## config.mk

```make
export PLATFORM = sky130hd
export DESIGN_NAME = inst_fetch_queue
export DESIGN_NICKNAME = d
export VERILOG_FILES = /design/src/rtl/inst_fetch_queue.sv
export SDC_FILE = /design/constraint.sdc
export NUM_CORES = 1
export LEC_CHECK = 0
export CORE_MARGIN = 8
export CORE_UTILIZATION = 42
export DETAILED_ROUTE_END_ITERATION = 12
export PLACE_DENSITY_LB_ADDON = 0.05
export SLEW_MARGIN = 20
export SYNTH_ARGS = -nofsm -noshare
export SYNTH_HDL_FRONTEND = slang
export SYNTH_SLANG_ARGS = --single-unit
```

## constraint.sdc

```tcl
create_clock -name clk -period 3.5 [get_ports clk]
set_input_delay 0.525 -clock clk [delete_from_list [all_inputs] [get_ports clk]]
set_output_delay 0.525 -clock clk [all_outputs]
set_load 0.005 [all_outputs]
```

## src/rtl/inst_fetch_queue.sv

```systemverilog
// Purpose : decoupled fetch front end; owns the fetch PC, issues in-order
//           memory requests and queues the returned {pc, inst} pairs for IF_ID.
// Latency : request accepted in cycle N, response in cycle M>=N+1, instValid in M+1
//           (M+0 when FETCH_BYPASS_EN is defined).
// Backpressure: memReqValid drops when all DEPTH entries are allocated or on flush;
//           locker=1 holds the head entry in place.
//
// Ports:
//   clk, resetIn (async, active-low)
//   flush, flushAddr      : branch redirect, highest priority
//   locker                : IF_ID stall, 1 = do not pop
//   memReqValid/Addr/Ready: fetch request channel (valid/ready)
//   memRespValid/Data     : in-order response channel (valid only)
//   instValid/instOut/pcOut: head of the queue towards IF_ID
//
// Optional feature macro: FETCH_BYPASS_EN (response forwarded straight to
// instOut when it fills the head entry).
module inst_fetch_queue #(
  parameter int                 DEPTH    = 4,
  parameter int                 DATA_W   = 32,
  parameter logic [DATA_W-1:0]  RESET_PC = '0
) (
  input  logic              clk,
  input  logic              resetIn,
  input  logic              flush,
  input  logic [DATA_W-1:0] flushAddr,
  input  logic              locker,
  output logic              memReqValid,
  output logic [DATA_W-1:0] memReqAddr,
  input  logic              memReqReady,
  input  logic              memRespValid,
  input  logic [DATA_W-1:0] memRespData,
  output logic              instValid,
  output logic [DATA_W-1:0] instOut,
  output logic [DATA_W-1:0] pcOut
);

  localparam int PTR_W = $clog2(DEPTH);
  localparam int CNT_W = PTR_W + 1;
  localparam logic [DATA_W-1:0] NOP = DATA_W'(32'h0000_0013);

  logic [DATA_W-1:0] pc_q   [DEPTH];
  logic [DATA_W-1:0] inst_q [DEPTH];
  logic [DEPTH-1:0]  filled_q;
  logic [PTR_W-1:0]  head_ptr, tail_ptr, fill_ptr;
  logic [CNT_W-1:0]  count, outstanding, drop_cnt;
  logic [CNT_W-1:0]  inflight;
  logic [DATA_W-1:0] fetch_pc, last_pc;

  logic req_fire, resp_drop, resp_fill, head_filled, head_bypass, pop;

  assign memReqValid = resetIn && !flush && (count < CNT_W'(DEPTH));
  assign memReqAddr  = fetch_pc;
  assign req_fire    = memReqValid && memReqReady;

  // A response first pays off pending drops; only then does it fill an entry.
  assign resp_drop   = memRespValid && (drop_cnt != '0);
  assign resp_fill   = memRespValid && (drop_cnt == '0) && (outstanding != '0) && !flush;
  assign head_filled = (count != '0) && filled_q[head_ptr];
  assign inflight    = drop_cnt + outstanding;

`ifdef FETCH_BYPASS_EN
  // fill_ptr is the oldest unfilled entry; if it is the head, forward the data.
  assign head_bypass = resp_fill && (fill_ptr == head_ptr);
  always_comb begin
    instOut = NOP;
    if (head_filled)      instOut = inst_q[head_ptr];
    else if (head_bypass) instOut = memRespData;
  end
`else
  assign head_bypass = 1'b0;
  assign instOut     = head_filled ? inst_q[head_ptr] : NOP;
`endif

  assign instValid = head_filled || head_bypass;
  assign pcOut     = instValid ? pc_q[head_ptr] : last_pc;
  assign pop       = instValid && !locker && !flush;

  // Payload storage needs no reset: entries are qualified by count/filled_q.
  always_ff @(posedge clk) begin
    if (req_fire)  pc_q[tail_ptr]   <= fetch_pc;
    if (resp_fill) inst_q[fill_ptr] <= memRespData;
  end

  always_ff @(posedge clk or negedge resetIn) begin
    if (!resetIn) begin
      head_ptr    <= '0;
      tail_ptr    <= '0;
      fill_ptr    <= '0;
      filled_q    <= '0;
      count       <= '0;
      outstanding <= '0;
      drop_cnt    <= '0;
      fetch_pc    <= RESET_PC;
      last_pc     <= '0;
    end else if (flush) begin
      head_ptr    <= '0;
      tail_ptr    <= '0;
      fill_ptr    <= '0;
      filled_q    <= '0;
      count       <= '0;
      outstanding <= '0;
      fetch_pc    <= flushAddr;
      // Every request still at the memory becomes a drop. A same-cycle response
      // retires one of them, whichever counter it was charged to, so repeated
      // flushes keep the total equal to what the memory still owes us.
      drop_cnt    <= inflight - CNT_W'(memRespValid && (inflight != '0));
    end else begin
      if (req_fire) begin
        tail_ptr <= tail_ptr + PTR_W'(1);
        fetch_pc <= fetch_pc + DATA_W'(4);
      end
      if (resp_fill) begin
        filled_q[fill_ptr] <= 1'b1;
        fill_ptr           <= fill_ptr + PTR_W'(1);
      end
      // Placed after the fill so a bypassed head (fill and pop of the same
      // entry) ends up freed.
      if (pop) begin
        filled_q[head_ptr] <= 1'b0;
        head_ptr           <= head_ptr + PTR_W'(1);
        last_pc            <= pc_q[head_ptr];
      end
      count       <= count + CNT_W'(req_fire) - CNT_W'(pop);
      outstanding <= outstanding + CNT_W'(req_fire) - CNT_W'(resp_fill);
      drop_cnt    <= drop_cnt - CNT_W'(resp_drop);
    end
  end

`ifndef SYNTHESIS
  // A response the queue never asked for is a memory protocol error.
  resp_has_owner: assert property (@(posedge clk) disable iff (!resetIn)
    memRespValid |-> ((drop_cnt != '0) || (outstanding != '0)));
`endif

endmodule
```

Word level (Yosys, flattened, before mapping)
Memories as Yosys holds them, arrays and structs flattened. Index checks and enable logic that the tools add are counted.

Register bits: 83. Bits in writable memories: 256. Input bits: 70. Output and inout bits: 98. Logic and storage cells: 82. Memories kept: 2.

Memory list: inst_q (depth 4, width 32, rd ports 1, clocked after memory_dff 0, write ports 1, line 43) `logic [DATA_W-1:0] inst_q [DEPTH];`; pc_q (depth 4, width 32, rd ports 1, clocked after memory_dff 0, write ports 1, line 42) `logic [DATA_W-1:0] pc_q [DEPTH];`.

Add/subtract/negate cells: 11. Magnitude comparators: 5. Muxes and demuxes: 27. Bitwise operators: 4. Reductions and logical operators: 24.

Operator list (count): 32-bit two-way mux (4); 32-bit by 3-bit adder with 32-bit output (second input constant) (1); 4-bit two-way mux (4); 1-bit logical AND (13); 2-bit two-way mux (6); 3-bit nonzero test (4); 3-bit by 1-bit subtractor with 3-bit output (4); 3-bit two-way mux (3); 1-bit two-way mux (7); 2-bit by 1-bit adder with 2-bit output (second input constant) (3); 3-bit by 1-bit adder with 3-bit output (2); 2-bit by 3-bit < comparator with 1-bit output (second input constant) (2); 2-bit nonzero test (3); 4-bit bitwise AND (1); 1-bit demux with 2-bit select (2); 2-bit by 1-bit >= comparator with 1-bit output (second input constant) (2); 4-bit inverter (1); 4-bit bitwise OR (1); 3-bit adder (1); 3-bit logical NOT (1); 3-bit < comparator (second input constant) (1); 1-bit binary-select mux with 2-bit select (1); 1-bit logical NOT (2); 2-bit AND reduction (1); 1-bit inverter (1).

Depth between registers and ports, before layout
Gate-level depths: netlist (run 1).

Depth after elaboration: 10. Gate-level depth with buffers: 12. Mapped depth without buffers: 11.

Least setup slack after synthesis (run 1)
Ideal clock, no wire load.

Kind: register -> register. Start point: reg head_ptr[0]. End point: reg count[2]. Library setup time: 0.132 ns. Data arrival time: 2.573 ns. Required time: 3.368 ns. Path slack: 0.795 ns. Cell stages (with the launch flop): 13. Path buffers: 3. Period minus slack after synthesis: 2.705 ns. Cell sequence: dfrtp_1 clkbuf_1 mux4_2 nor4b_1 buf_2 buf_2 ha_1 inv_1 ha_1 inv_1 fa_1 xnor2_1 nor2_1.

Word-level cells in the longest chain between the ends: 7.

RTL lines: from (decl) (line 45) `logic [PTR_W-1:0] head_ptr, tail_ptr, fill_ptr;`; from (signal assigned) (line 121) `head_ptr <= head_ptr + PTR_W'(1);`; 1-bit binary-select mux with 2-bit select (line 59) `assign head_filled = (count != '0) && filled_q[head_ptr];`; 1-bit two-way mux (not written as such) (line 59); 1-bit logical AND (line 59); 1-bit logical AND (2 in a row) (line 77) `assign pop = instValid && !locker && !flush;`; 3-bit by 1-bit subtractor with 3-bit output (line 124) `count <= count + CNT_W'(req_fire) - CNT_W'(pop);`; 3-bit two-way mux (line 96) `end else if (flush) begin`; to (signal assigned) (line 124); to (decl) (line 46) `logic [CNT_W-1:0] count, outstanding, drop_cnt;`.

Every way passes these cells. The select of a mux whose other input is x is not followed. A chain may end at the register's enable or synchronous reset.

Worst setup path after layout (run 1)
Start point: reg head_ptr[0]. End point: out pcOut[31].

Word-level cells in the longest chain between the ends: 4. Elaborated cells between the ends (all ways): 5. Those cells by class: 3 x mux; 1 x reduce/logical; 1 x memory.

RTL lines: 1-bit binary-select mux with 2-bit select (line 59); 1-bit two-way mux (not written as such) (line 59); 1-bit logical AND (line 59); 32-bit two-way mux * (line 76) `assign pcOut = instValid ? pc_q[head_ptr] : last_pc;`; to (decl) (line 35) `output logic [DATA_W-1:0] pcOut`.

Every way passes the cells marked *; elsewhere a longest branch is shown, timed or not. The select of a mux whose other input is x is not followed.

==> results.json, run 1 <==
{
  "cp_max_fo": 29,
  "avgSynthCellArea_sq_um": 17.5,
  "critPathTopFamily": "multiplexers",
  "grt_pass1_vias": 8286,
  "post_cts_resized": 0,
  "dpl_worst_slack_ps": 565,
  "ios": 168,
  "vias": 7580,
  "grt_max_degree": 69,
  "cts_buffers": 37,
  "ant_nets": 0,
  "start_util_pct": 42.2,
  "power_density_nw_per_um2": 513,
  "finalHoldViolations": 0,
  "synth_edf_count": 256,
  "relSlewSlack_pct": 54.8,
  "drt_pre_antenna_iters": 4,
  "cts.clk_slew.worst_paths_ps": 60,
  "fmaxAchievable_mhz": 302,
  "cts_max_level": 2,
  "final-setup-viol-count": 0,
  "drive_gt1_share_pct": 22.4,
  "power_frac_comb_pct": 6.0,
  "status": "completed",
  "tns_ps": 0,
  "worst-slew-pin-transition_ps": 678,
  "ctsHoldBuffers": 1,
  "wirelength_microns": 31900,
  "synth_nets": 897,
  "async_flop_share_pct": 24.5,
  "fin_crit_ps": 3310,
  "antenna_found_initial": 0,
  "rsz0062_at_grt": "false",
  "clkPwrFrac_pct": 43.3,
  "netlist_area_sq_um": 14000,
  "hold_ws_ps": 456,
  "syn_to_final_growth_pct": 25.7,
  "placement.io_buffers": 167,
  "crit_chain": "mux4_2, nand2b_4, buf_4, mux2_2, clkdlybuf4s50_1",
  "post_cts_buffers": 0,
  "overflow": 0,
  "grt_pass1_wl_microns": 48900,
  "fin_nets": 1083,
  "cap_violations": 0,
  "p_int_mw": 7.13,
  "die_y_microns": 199,
  "ys_seq_area_share_pct": 69.7,
  "viasPerCell": 5.17,
  "insertion_delay_ps": 520,
  "hold_class": "input port to async pin",
  "report.power.total_mw": 9.05,
  "core_area_sq_um": 33200,
  "synth-seq-cells": 339,
  "skew_ps": 24.2,
  "net-switching-power_mw": 1.91,
  "slew_violations": 0,
  "dp_hpwl_microns": 20300,
  "clock_sinks": 339,
  "antenna-diode-count": 0,
  "path_class": "flop to output port",
  "cp-start-kind": "flop",
  "yosysUniqueCellTypes": 41,
  "drc": 0,
  "chipWidth_microns": 199,
  "wl_per_cell_microns": 21.8,
  "gp_congestion": 0.762,
  "cts_tree": "done",
  "crit_path_max_incr_delay_ps": 540,
  "power_frac_seq_pct": 50.7,
  "fp-row-count": 67,
  "track_usage_pct": 16.2,
  "cts_max_path_buffers": 3,
  "finalCritPeriodShare_pct": 94.6,
  "drt_iter0_markers": 357,
  "peakVddDrop_mv": 0.340,
  "cts_root_buf": "clkbuf_16",
  "p_sw_share_pct": 21.1,
  "yosysWarnings": 0,
  "yosys_most_used_dff": "edfxtp_1",
  "crit_arrival_ps": 2790,
  "fillCellCount": 2728,
  "worst_ep_required_time_ps": 2970,
  "p_leak_nw": 6.17,
  "crit_path_end_kind": "output port",
  "fin_ws_ps": 188,
  "dieArea_sq_um": 39500,
  "crit_buf_inv": 2,
  "critPathSlowestCell": "mux4_2",
  "synthCells": 802
}
==> placed cells by master, fill, tap and decap left out, types with 22 or more instances in the layout <==
cell type / Yosys / layout
xnor2_1: 31 / 31
nor2b_1: 35 / 35
dfrtp_1: 83 / 81
clkdlybuf4s50_1: 0 / 165
inv_1: 24 / 24
mux2_2: 67 / 67
nand2_1: 45 / 45
o21ai_0: 23 / 23
mux4_2: 65 / 65
edfxtp_1: 256 / 256
clkbuf_16: 0 / 39
ha_1: 22 / 22
==> synth_stat cells, types with 2 or more instances <==
| cell | number | share of area (%) |
|---|---|---|
| edfxtp_1 | 256 | 55 |
| mux4_2 | 65 | 10 |
| o21ai_1 | 7 | 0.25 |
| a21oi_1 | 4 | 0.14 |
| o21ai_0 | 23 | 0.82 |
| ha_1 | 22 | 2.0 |
| clkbuf_1 | 21 | 0.56 |
| nor4_1 | 8 | 0.36 |
| buf_1 | 3 | 0.080 |
| and3_1 | 7 | 0.31 |
| nor3_1 | 14 | 0.50 |
| nand2_1 | 45 | 1.2 |
| a31oi_1 | 2 | 0.089 |
| xnor2_1 | 31 | 1.9 |
| a2bb2oi_1 | 4 | 0.25 |
| nand3_1 | 6 | 0.21 |
| fa_1 | 3 | 0.43 |
| xor2_1 | 8 | 0.50 |
| nand4_1 | 7 | 0.31 |
| buf_2 | 15 | 0.54 |
| mux2_2 | 67 | 5.4 |
| and2_1 | 4 | 0.18 |
| inv_1 | 24 | 0.64 |
| nor2_1 | 19 | 0.51 |
| mux2i_1 | 3 | 0.21 |
| nor2b_1 | 35 | 1.6 |
| or2_2 | 3 | 0.13 |
| dfrtp_1 | 83 | 15 |
==> power by group through the flow <==
| stage | registers [mW] | logic, mW | clock network [mW] |
|---|---|---|---|
| final | 4.58 | 0.541 | 3.92 |
| after global routing | 4.60 | 0.603 | 4.16 |
| after CTS | 4.58 | 0.556 | 4.01 |
| after detailed placement | 4.67 | 0.551 | 0 |
| after global placement | 4.65 | 0.529 | 0 |
| after floorplan | 4.62 | 0.246 | 0 |
==> sequential cells by signal, summed over array words and instances (netlist names) <==
register / cells
last_pc: 32
inst_q: 128
tail_ptr: 2
outstanding: 3
filled_q: 4
fill_ptr: 2
head_ptr: 2
count: 3
drop_cnt: 3
pc_q: 128
memReqAddr: 32
==> through the flow <==
| stage | cell area [sq um] | util, % | std cells |
|---|---|---|---|
| 2_1_floorplan | 14000 | - | 802 |
| 3_3_place_gp | 16400 | 49.3 | 1396 |
| 3_5_place_dp | 16400 | 49.3 | 1396 |
| 4_1_cts | 17600 | 53.1 | 1465 |
| 5_1_grt | 17600 | 53.1 | 1465 |
| 6_report | 17600 | 53.1 | 1465 |
==> cell families after synthesis <==
kind of cell,count (synthesis),synth area share (%)
AO/OA/AOI/OAI,41,1.61
XOR/XNOR,39,2.44
adder cells (fa/ha/maj),25,2.39
buffers and inverters,64,1.90
flip-flops,339,69.7
multiplexers,135,16.0
AND/OR/NAND/NOR,159,5.95
==> per-layer routing <==
layer | vias to the layer above | track usage, % | routed length (microns)
met2 | 182 | 27.9 | 15700
met5 | - | 0 | 0
met3 | 42 | 3.18 | 1490
met1 | 3926 | 20.7 | 14100
met4 | 0 | 4.20 | 569
li1 | 3430 | - | -
==> worst reg2reg max path, delay by kind of cell (launching register included) <==
kind | cells | cell delay, ps
compound gates | 2 | 290
xor+xnor | 4 | 800
fa+ha+maj | 4 | 900
buf+inv | 1 | 50
flops | 1 | 380
==> final timing paths <==
check | startpoint | end | slack [ps] | cells past startpoint
max in group asynchronous | resetIn | last_pc[18] | 1630 | 4
max reg2reg | outstanding[0] | drop_cnt[2] | 1000 | 11
max | head_ptr[0] | pcOut[31] | 190 | 5
min | resetIn | tail_ptr[1] | 460 | 2
min in group clk | last_pc[3] | last_pc[3] | 500 | 1
min reg2reg | last_pc[3] | last_pc[3] | 500 | 1
==> cell type report <==
| class | count | area (sq um) | area share [%] |
|---|---|---|---|
| clock buffers | 47 | 1030 | 5.82 |
| multi-input cells | 399 | 4010 | 22.7 |
| clock inverters | 21 | 213 | 1.21 |
| flip-flops and latches | 339 | 9770 | 55.4 |
| inverters | 24 | 90.1 | 0.511 |
| repair buffers | 187 | 1950 | 11.1 |
| well taps | 448 | 561 | 3.18 |
Power figures use the tool's default switching activity.
==> inputs of run 2 (changes only) <==
--- a/config.mk
+++ b/config.mk
@@ -5,6 +5,7 @@
 export SDC_FILE = /design/constraint.sdc
 export NUM_CORES = 1
 export LEC_CHECK = 0
+export ABC_CLOCK_PERIOD_IN_PS = 3500
 export CORE_MARGIN = 8
 export CORE_UTILIZATION = 42
 export DETAILED_ROUTE_END_ITERATION = 12
==> results of run 2 <==
The final DEF is identical to that of run 1; final timing and power are the same.
